===== src/rtl/text_ram_arbiter.sv =====
// Text RAM arbiter: shares one single-port synchronous text RAM between the
// VGA display fetch (absolute priority), a buffered host write port and a
// clear-screen sequencer that fills every cell with one word.
`timescale 1ns/1ps

module text_ram_arbiter #(
    parameter int ADDR_WIDTH = 13,
    parameter int DATA_WIDTH = 16,
    parameter int CELLS      = 6000,
    parameter int FIFO_DEPTH = 4
) (
    input  logic                  clk,
    input  logic                  reset,
    input  logic                  disp_req,
    input  logic [ADDR_WIDTH-1:0] disp_addr,
    output logic [DATA_WIDTH-1:0] disp_data,
    output logic                  disp_valid,
    input  logic                  host_valid,
    output logic                  host_ready,
    input  logic [ADDR_WIDTH-1:0] host_addr,
    input  logic [DATA_WIDTH-1:0] host_data,
    output logic                  host_addr_err,
    input  logic                  clear_start,
    input  logic [DATA_WIDTH-1:0] clear_value,
    output logic                  clear_busy,
    output logic                  clear_done,
    output logic [ADDR_WIDTH-1:0] ram_addr,
    output logic                  ram_we,
    output logic [DATA_WIDTH-1:0] ram_wdata,
    input  logic [DATA_WIDTH-1:0] ram_rdata
);

    localparam int PTR_W = (FIFO_DEPTH > 1) ? $clog2(FIFO_DEPTH) : 1;
    localparam int CNT_W = PTR_W + 1;
    localparam logic [ADDR_WIDTH-1:0] LAST_CELL = ADDR_WIDTH'(CELLS - 1);
    localparam logic [CNT_W-1:0]      FIFO_FULL = CNT_W'(FIFO_DEPTH);

    typedef enum logic [1:0] {
        IDLE,
        DRAIN,
        CLEAR,
        DONE
    } state_e;

    state_e                state_q, state_d;
    logic [ADDR_WIDTH-1:0] cnt_q, cnt_d;
    logic [DATA_WIDTH-1:0] clear_val_q, clear_val_d;
    logic [ADDR_WIDTH-1:0] ram_addr_q, ram_addr_d;
    logic                  host_ready_q, host_ready_d;
    logic                  disp_valid_q;
    logic                  addr_err_q, addr_err_d;

    logic [ADDR_WIDTH-1:0] fifo_addr_q [FIFO_DEPTH];
    logic [DATA_WIDTH-1:0] fifo_data_q [FIFO_DEPTH];
    logic [PTR_W-1:0]      wr_ptr_q, rd_ptr_q;
    logic [CNT_W-1:0]      count_q, count_d;

    logic                  accept;
    logic                  push;
    logic                  pop;
    logic                  fill_write;
    logic                  ram_we_c;
    logic [DATA_WIDTH-1:0] ram_wdata_c;

    // Host handshake: ready is a flop, so acceptance never depends on this cycle's pop
    always_comb begin
        accept     = host_valid && host_ready_q;
        push       = accept && (host_addr <= LAST_CELL);
        addr_err_d = accept && (host_addr > LAST_CELL);
    end

    // Per-cycle RAM grant: display read, then clear fill, then FIFO head, else hold address
    always_comb begin
        ram_addr_d  = ram_addr_q;
        ram_we_c    = 1'b0;
        ram_wdata_c = '0;
        pop         = 1'b0;
        fill_write  = 1'b0;
        if (reset) begin
            if (disp_req) begin
                ram_addr_d = disp_addr;
            end else if (state_q == CLEAR) begin
                fill_write  = 1'b1;
                ram_we_c    = 1'b1;
                ram_addr_d  = cnt_q;
                ram_wdata_c = clear_val_q;
            end else if ((count_q != '0) && ((state_q == IDLE) || (state_q == DRAIN))) begin
                pop         = 1'b1;
                ram_we_c    = 1'b1;
                ram_addr_d  = fifo_addr_q[rd_ptr_q];
                ram_wdata_c = fifo_data_q[rd_ptr_q];
            end
        end
    end

    // FIFO occupancy after this cycle's push and pop
    always_comb begin
        count_d = count_q;
        if (push && !pop) begin
            count_d = count_q + CNT_W'(1);
        end else if (!push && pop) begin
            count_d = count_q - CNT_W'(1);
        end
    end

    // Clear sequencer next state: drain pending writes, fill every cell, announce completion
    always_comb begin
        state_d     = state_q;
        cnt_d       = cnt_q;
        clear_val_d = clear_val_q;
        case (state_q)
            IDLE: begin
                if (clear_start) begin
                    state_d     = DRAIN;
                    clear_val_d = clear_value;
                end
            end
            DRAIN: begin
                if (count_d == '0) begin
                    state_d = CLEAR;
                end
            end
            CLEAR: begin
                if (fill_write) begin
                    if (cnt_q == LAST_CELL) begin
                        state_d = DONE;
                        cnt_d   = '0;
                    end else begin
                        cnt_d = cnt_q + ADDR_WIDTH'(1);
                    end
                end
            end
            DONE: begin
                state_d = IDLE;
            end
            default: begin
                state_d = IDLE;
            end
        endcase
        host_ready_d = (count_d != FIFO_FULL) && (state_d == IDLE);
    end

    // Control state, pointers and output flops; reset abandons any clear in progress
    always_ff @(posedge clk or negedge reset) begin
        if (!reset) begin
            state_q      <= IDLE;
            cnt_q        <= '0;
            clear_val_q  <= '0;
            ram_addr_q   <= '0;
            host_ready_q <= 1'b0;
            disp_valid_q <= 1'b0;
            addr_err_q   <= 1'b0;
            wr_ptr_q     <= '0;
            rd_ptr_q     <= '0;
            count_q      <= '0;
        end else begin
            state_q      <= state_d;
            cnt_q        <= cnt_d;
            clear_val_q  <= clear_val_d;
            ram_addr_q   <= ram_addr_d;
            host_ready_q <= host_ready_d;
            disp_valid_q <= disp_req;
            addr_err_q   <= addr_err_d;
            count_q      <= count_d;
            if (push) begin
                wr_ptr_q <= wr_ptr_q + PTR_W'(1);
            end
            if (pop) begin
                rd_ptr_q <= rd_ptr_q + PTR_W'(1);
            end
        end
    end

    // FIFO storage needs no reset; the pointers alone define which entries are live
    always_ff @(posedge clk) begin
        if (push) begin
            fifo_addr_q[wr_ptr_q] <= host_addr;
            fifo_data_q[wr_ptr_q] <= host_data;
        end
    end

    assign disp_valid    = disp_valid_q;
    assign disp_data     = disp_valid_q ? ram_rdata : '0;
    assign host_ready    = host_ready_q;
    assign host_addr_err = addr_err_q;
    assign clear_busy    = (state_q != IDLE);
    assign clear_done    = (state_q == DONE);
    assign ram_addr      = ram_addr_d;
    assign ram_we        = ram_we_c;
    assign ram_wdata     = ram_wdata_c;

endmodule


===== config.mk =====
export PLATFORM = sky130hd
export DESIGN_NAME = text_ram_arbiter
export DESIGN_NICKNAME = d
export VERILOG_FILES = /design/src/rtl/text_ram_arbiter.sv
export SDC_FILE = /design/constraint.sdc
export NUM_CORES = 1
export LEC_CHECK = 0
export CORE_MARGIN = 3
export CORE_UTILIZATION = 40
export DETAILED_ROUTE_END_ITERATION = 8
export PLACE_DENSITY_LB_ADDON = 0.1
export SYNTH_ARGS = -nofsm -noshare
export SYNTH_HDL_FRONTEND = slang
export SYNTH_SLANG_ARGS = --single-unit

===== constraint.sdc =====
create_clock -name clk -period 2.65 [get_ports clk]
set_clock_uncertainty 0.2 [all_clocks]
set_input_delay 0.795 -clock clk [delete_from_list [all_inputs] [get_ports clk]]
set_output_delay 0.795 -clock clk [all_outputs]
set_load 0.1 [all_outputs]

==> results of run 1 <==
[worst max-delay path: stages, from the launching register on]
cell and delay [ps]:
dfrtp_2 430, buf_12 150, mux4_2 530, a221oi_2 260, buf_4 160, o21ai_4 60
buf_12 170
[registers in the layout (all words and copies together), names as in the netlist]
register	flops
state_q	2
ram_addr_q	13
host_addr_err	1
host_ready	1
fifo_data_q	64
cnt_q	13
fifo_addr_q	52
count_q	3
wr_ptr_q	2
disp_valid	1
clear_val_q	16
rd_ptr_q	2
[worst paths after layout]
kind,start,endpoint,slack [ps],cells after the start
min reg2reg,ram_addr_q[7]$_DFF_PN0_,ram_addr_q[7]$_DFF_PN0_,300,1
min,reset,count_q[2]$_DFF_PN0_,150,2
max,rd_ptr_q[0]$_DFFE_PN0P_,ram_addr[1],-530,6
min in group clk,ram_addr_q[7]$_DFF_PN0_,ram_addr_q[7]$_DFF_PN0_,300,1
max in group asynchronous,reset,host_ready$_DFF_PN0_,1670,3
max reg2reg,count_q[1]$_DFF_PN0_,state_q[0]$_DFF_PN0_,130,9
[final cells by class]
cell class / count / area (µm²) / share of cell area (%)
Tap cell: 225 / 281.5 / 2.546
Timing Repair Buffer: 216 / 2643 / 23.90
Clock buffer: 19 / 442.9 / 4.006
Multi-Input combinational cell: 257 / 2631 / 23.80
Clock inverter: 13 / 181.4 / 1.641
Inverter: 9 / 37.54 / 0.3395
Sequential cell: 170 / 4840 / 43.77
[metal layers]
metal	GRT usage (%)	vias to the layer above	part of all wire, %	routed length [µm]
li1	-	2205	-	-
met1	24.71	2386	41	7181
met2	31.25	129	52	9180
met3	4.712	18	5.7	1003
met4	5.354	2	1.3	237
met5	0	-	0.057	10
[power by group through the flow]
stage | Combinational, mW | Clock [mW] | Sequential (mW)
floorplan | 2.98 | 0 | 3.53
global placement | 4.72 | 0 | 3.52
detailed placement | 4.77 | 0 | 3.54
CTS | 5.01 | 2.66 | 3.50
global route | 5.31 | 2.77 | 3.55
finish | 5.04 | 2.61 | 3.50
[logic make-up (layout without fill, tap and decap cells)]
| group | count (synthesis) | in the layout | share of synthesized area [%] |
|---|---|---|---|
| DFF | 170 | 170 | 66.93 |
| and+or+nand+nor | 98 | 98 | 7.241 |
| AOI/OAI and AO/OA | 89 | 89 | 8.523 |
| muxes | 49 | 49 | 12.28 |
| buffers and inverters | 34 | 257 | 2.061 |
| xor gates and xnor gates | 13 | 13 | 1.576 |
| adders and majority gates | 8 | 8 | 1.386 |
[metrics by stage]
| step | setup TNS [ps] | worst slack (ps) | instance area [µm²] |
|---|---|---|---|
| after detailed placement | -49620 | -720.6 | 10170 |
| final | -13750 | -535.0 | 11060 |
| after CTS | -14260 | -553.1 | 10980 |
| after floorplan | -5132 | -273.8 | 7584 |
| after global routing | -16120 | -629.8 | 11060 |
| after global placement | -48680 | -691.0 | 10170 |
[timing repair]
action / 4_1_cts / 5_1_grt
pin swaps: 11 / 12
hold endpoints to repair: 0 / 0
endpoints found under the setup margin: 32 / 31
cloned: 2 / 0
resized for setup: 27 / 12
buffers inserted: 7 / 6
[cell usage after synthesis, drive strengths merged, types with 11 or more instances]
cell / n / area share [%]
edfxtp: 116 / 48
dfrtp: 54 / 19
nand2: 33 / 1.7
mux4: 29 / 9.0
o21ai: 22 / 1.5
and2: 21 / 1.8
a21oi: 18 / 1.4
mux2: 17 / 2.7
a22o: 16 / 1.9
clkbuf: 14 / 0.73
nor2: 14 / 0.73
a21o: 11 / 1.1
a31oi: 11 / 0.95
buf: 11 / 0.87
==> results.md, run 1 <==
* Cell row count at 48
* RSZ-0062 raised after global routing: yes
* CTS Hold Bufs at 0
* Crit path kind: flop to output pin
* Status: complete, but fails checks
* Fin cells at 909
* Max-Cap Viols at 0
* DR iter-0 viols at around 260
* Synthesized Nets at 548
* Max transition margin at between 70% and 80%
* Fin util at 63.27%
* Die H at 140.4 µm
* Required time of the critical path at 1660 ps
* Initial antenna violation count at 1
* Commonest non-fill, non-tap cell in the layout: edfxtp_1
* GRT Residual Overflow at 0
* Share of layout cells above drive strength 1 at 44.01%
* Clock power share at a little under a quarter
* Post-synth cell types at between 40 and 50
* Number of synthesized flops with an enable pin at 116
* Layout net count at 758
* P&R area growth vs syn at 53.08%
* Antenna diodes at 0
* Worst-path clk slew at 70 ps
* Final GP Congestion at ~0.8
* Comb pwr share at 45.2%
* I/O Pins at between 100 and 150
* Dpl hpwl at ~13000 µm
* Vias in the first global route at ~5100
* Cell Int Power at 7.125 mW
* Die area at 0.01971 mm²
* Failing checks: negative setup slack
* Largest net degree at the start of global routing at 27
* Post-route clock period utilization at 120.2%
* DR pass1 iterations at 5
* Residual DRC at 0
* Crit end category: output pin
* Largest fanout on the critical path at 8
* Ys flop type: edfxtp_1
* Final setup margin at -535.0 ps
* Worst-Skew Late Latency at 420 ps
* CTS buffer count at 17
* Final hold vios at 0
* Pins Over Slew Limit at 0
* Filler instances at 1243
* Final setup violation count at 30
* Port Buffers at 129
* Syn_area_per_cell at 15.67 µm²
* Worst Setup Start Kind: flop
* Min cycle time layout at 3185 ps
* Mapped Cells at ~460
* Total wire length at 17610 µm
* Clk root buf: clkbuf_16
* Global-route wire length before repair at 28440 µm
* Power density over the cells at 1008 mW/mm²
* CTS tree: yes
* Final ANT Viol Nets at 0
* Leak pwr at 4.246 nW
* Clock Sinks at 170
* Fraction of registers with async set or reset after synthesis at 31.76%
* P_sw at 4.024 mW
* Cell Area, Synth at 0.007223 mm²
* Vias per cell at 5.215
* Detailed-route via count at 4740
* Avg WL per Cell at slightly below 20 µm
* Worst-margin pin slew at 427.7 ps
* Hold Path Class: primary input to asynchronous set/reset pin
* Sequential-to-total area share from yosys stat at 66.93%
* Sw Ratio at 36.10%
* Placed cells at 863
* Hold_ws at 154.2 ps
* F_max at around 310 MHz
* Core Region at 0.01748 mm²
* DIE WIDTH at 140.4 µm
* Overall Power at 11.15 mW
* GRT Util Overall at 18.82%
* CTS Buffer Depth at 2
* Crit path DAT at 2190 ps
* H-tree levels at 4
* Flop pwr share at between 30% and 40%
* Max VDD drop at 755.0 µV
* Synth warn at 0
* Initial core utilization at 41.33%
* Post-synthesis register bit count at 170
* Commonest cells after routing, fill and taps aside: edfxtp_1, clkdlybuf4s50_1, buf_4, buf_12, dfrtp_1
(Power assumes the default switching activity.)
==> inputs of run 2 (changes only) <==
--- a/config.mk
+++ b/config.mk
@@ -8,7 +8,8 @@
 export CORE_MARGIN = 3
 export CORE_UTILIZATION = 40
 export DETAILED_ROUTE_END_ITERATION = 8
-export PLACE_DENSITY_LB_ADDON = 0.1
+export PLACE_DENSITY_LB_ADDON = 0.12
+export SETUP_SLACK_MARGIN = 0.15
 export SYNTH_ARGS = -nofsm -noshare
 export SYNTH_HDL_FRONTEND = slang
 export SYNTH_SLANG_ARGS = --single-unit
==> run 2 against run 1 <==
The run still ends with negative setup slack left. Critical path depth up 2. Die area unchanged. Clock power down 8.8%.
==> results.md, run 2 (synthesis gave the netlist of run 1 again) <==
* Filler instances at 1237 (-0.48%)
* CP max stage cell: dfrtp_2
* Final setup violation count at 30 (unchanged)
* Worst Setup Start Kind: flop
* Port Buffers at 129 (unchanged)
* Failing checks: negative setup slack
* Area of the multi-input gates at 0.002863 mm² (+8.8%)
* Crit-path cells: buf_12 > buf_4 > buf_6 > mux4_2 > nand2_2 > a21oi_2 > a21o_4 > buf_12
* CTS buffer count at 17 (unchanged)
* Register Area at 0.004840 mm² (unchanged)
* DR pass1 iterations at 4 (-1)
* Fin util at 65.27% (+2.0 points)
* Vias in the first global route at 5177 (+2.0%)
* Die H at 140.4 µm (unchanged)
* CTS Hold Bufs at 0 (unchanged)
* Max reg flops at 64 (unchanged)
* Worst-margin pin slew at 360.3 ps (-67.43 ps)
* Pins Over Slew Limit at 0 (unchanged)
* P&R area growth vs syn at 57.92%
* Worst-Skew Late Latency at 420 ps (about the same)
* Initial antenna violation count at 2 (+1)
* Clock Sinks at 170 (unchanged)
* Commonest non-fill, non-tap cell in the layout: edfxtp_1
* Placed cells at 852 (-1.3%)
* Critical path destination: ram_addr[5]
* Cell row count at 48 (unchanged)
* Residual DRC at 0 (unchanged)
* Post-route cell area at 0.01141 mm² (+3.2%)
* Largest fanout on the critical path at 4 (-4)
* Dpl hpwl at 12340 µm (-2.9%)
* Antenna diodes at 0 (unchanged)
* Placement Setup Slack at -707.0 ps (+13.57 ps)
* F_max at 310.1 MHz (-1.2%)
* Die area at 0.01971 mm² (unchanged)
* Fin cells at 916 (+0.77%)
* Post-route clock period utilization at 121.7% (+1.5 points)
* H-tree levels at 4 (unchanged)
* Final ANT Viol Nets at 0 (unchanged)
* DR iter-0 viols at 284 (+8.8%)
* Placed inst area at 0.01015 mm² (-0.23%)
* Largest net degree at the start of global routing at 21 (-22%)
* Clk root buf: clkbuf_16
* Crit path DAT at 2230 ps (+40 ps)
* Core Region at 0.01748 mm² (unchanged)
* Leak pwr at 4.438 nW (+4.5%)
* Worst-path clk slew at 70 ps (about the same)
* CP peak stage delay at 480 ps (-50 ps)
* Critical path startpoint: rd_ptr_q[0]$_DFFE_PN0P_
* Required time of the critical path at 1660 ps (about the same)
* Max transition margin at 75.73% (+4.2 points)
* Max VDD drop at 769.6 µV (+1.9%)
* CTS Buffer Depth at 2 (unchanged)
* R2R Path End: state_q[0]$_DFF_PN0_
* Final GP Congestion at 0.8303 (+2.7%)
* Max-Cap Viols at 0 (unchanged)
* Crit end category: output pin
* Commonest cells after routing, fill and taps aside: edfxtp_1, buf_12, buf_4, clkdlybuf4s50_1, dfrtp_1
* GRT Util Overall at 18.96% (+0.15 points)
* Detailed-route via count at 4851 (+2.3%)
* R2R cell count at 12 (+3)
* Hold Path Class: primary input to asynchronous set/reset pin
* DIE WIDTH at 140.4 µm (unchanged)
* Largest regs: fifo_data_q x64, fifo_addr_q x52, clear_val_q x16
* Most flops, register: fifo_data_q
* RSZ-0062 raised after global routing: yes
* R2R setup slack at 40 ps (-90 ps)
* Min cycle time layout at 3225 ps (+39.64 ps)
* Status: complete, but fails checks
* Final hold vios at 0 (unchanged)
* GRT Residual Overflow at 0 (unchanged)
* Most common cell on crit path: buf_12
* Initial core utilization at 41.33% (unchanged)
* Global-route wire length before repair at 28700 µm (+0.90%)
* Layout net count at 765 (+0.92%)
* I/O Pins at 130 (unchanged)
* CTS tree: yes
* Total wire length at 18190 µm (+3.3%)
* Avg WL per Cell at 19.86 µm (+2.5%)
* Vias per cell at 5.296 (+1.6%)
* Reg2reg start: count_q[1]$_DFF_PN0_
* Power density over the cells at 995.9 mW/mm² (-1.2%)
* Share of layout cells above drive strength 1 at 48.63% (+4.6 points)
* Crit path kind: flop to output pin
* Final setup margin at -574.6 ps (-39.64 ps)
## run 2: power by group
group          switching [mW]  leakage [nW]  internal [mW]
Combinational            2.91          2.44           2.56
Clock                    1.06         0.281           1.32
Sequential              0.259          1.71           3.25
## run 2: critical path: cells and delay by family (launching register included)
kind            cells  cell delay [ps]
buf+inv             4              550
compound gates      2              260
flops               1              480
mux                 1              440
simple gates        1               90
## run 2: layer usage
metal  GRT usage [%]  wire, µm
met4           5.048       192
met5               0        23
met3           5.906      1281
met1           24.32      7220
met2           31.45      9471
## run 2: worst min-delay path by stage
stage / start / end
after floorplan: clear_val_q[0]$_DFFE_PN0P_ / clear_val_q[0]$_DFFE_PN0P_
after global placement: ram_addr_q[8]$_DFF_PN0_ / ram_addr_q[8]$_DFF_PN0_
after detailed placement: ram_addr_q[2]$_DFF_PN0_ / ram_addr_q[2]$_DFF_PN0_
after CTS: reset / state_q[0]$_DFF_PN0_
after global routing: reset / state_q[0]$_DFF_PN0_
final: reset / state_q[0]$_DFF_PN0_
## run 2: area by class of cell
cell class              count  area share, %
flip-flops and latches    170          42.43
multi-input cells         257          25.10
repair buffers            221          24.57
clock buffers              18          3.762
well taps                 225          2.468
clock inverters            14          1.185
inverters                   9         0.3620
repair inverters            2         0.1316
## run 2: per-stage QoR
| stage | setup TNS, ps | hold WS (ps) | total power [mW] |
|---|---|---|---|
| global route | -17830 | 141.4 | 11.85 |
| detailed placement | -64360 | 282.7 | 8.273 |
| CTS | -15170 | 135.2 | 11.11 |
| floorplan | -5180 | 281.1 | 6.592 |
| global placement | -62590 | 287.7 | 8.203 |
| finish | -15140 | 161.0 | 11.36 |
## run 2: repair_timing
action	CTS	global route
buffers inserted	14	11
resized for setup	91	26
pin swaps	11	25
gates cloned	6	1
setup endpoints to repair	172	50
==> inputs of run 3 (changes only) <==
--- a/config.mk
+++ b/config.mk
@@ -8,6 +8,7 @@
 export CORE_MARGIN = 3
 export CORE_UTILIZATION = 40
 export DETAILED_ROUTE_END_ITERATION = 8
+export GPL_ROUTABILITY_DRIVEN = 0
 export PLACE_DENSITY_LB_ADDON = 0.12
 export SETUP_SLACK_MARGIN = 0.15
 export SYNTH_ARGS = -nofsm -noshare
==> results of run 3 <==
Same layout as run 2: the final DEF is identical, and so are final timing and power.
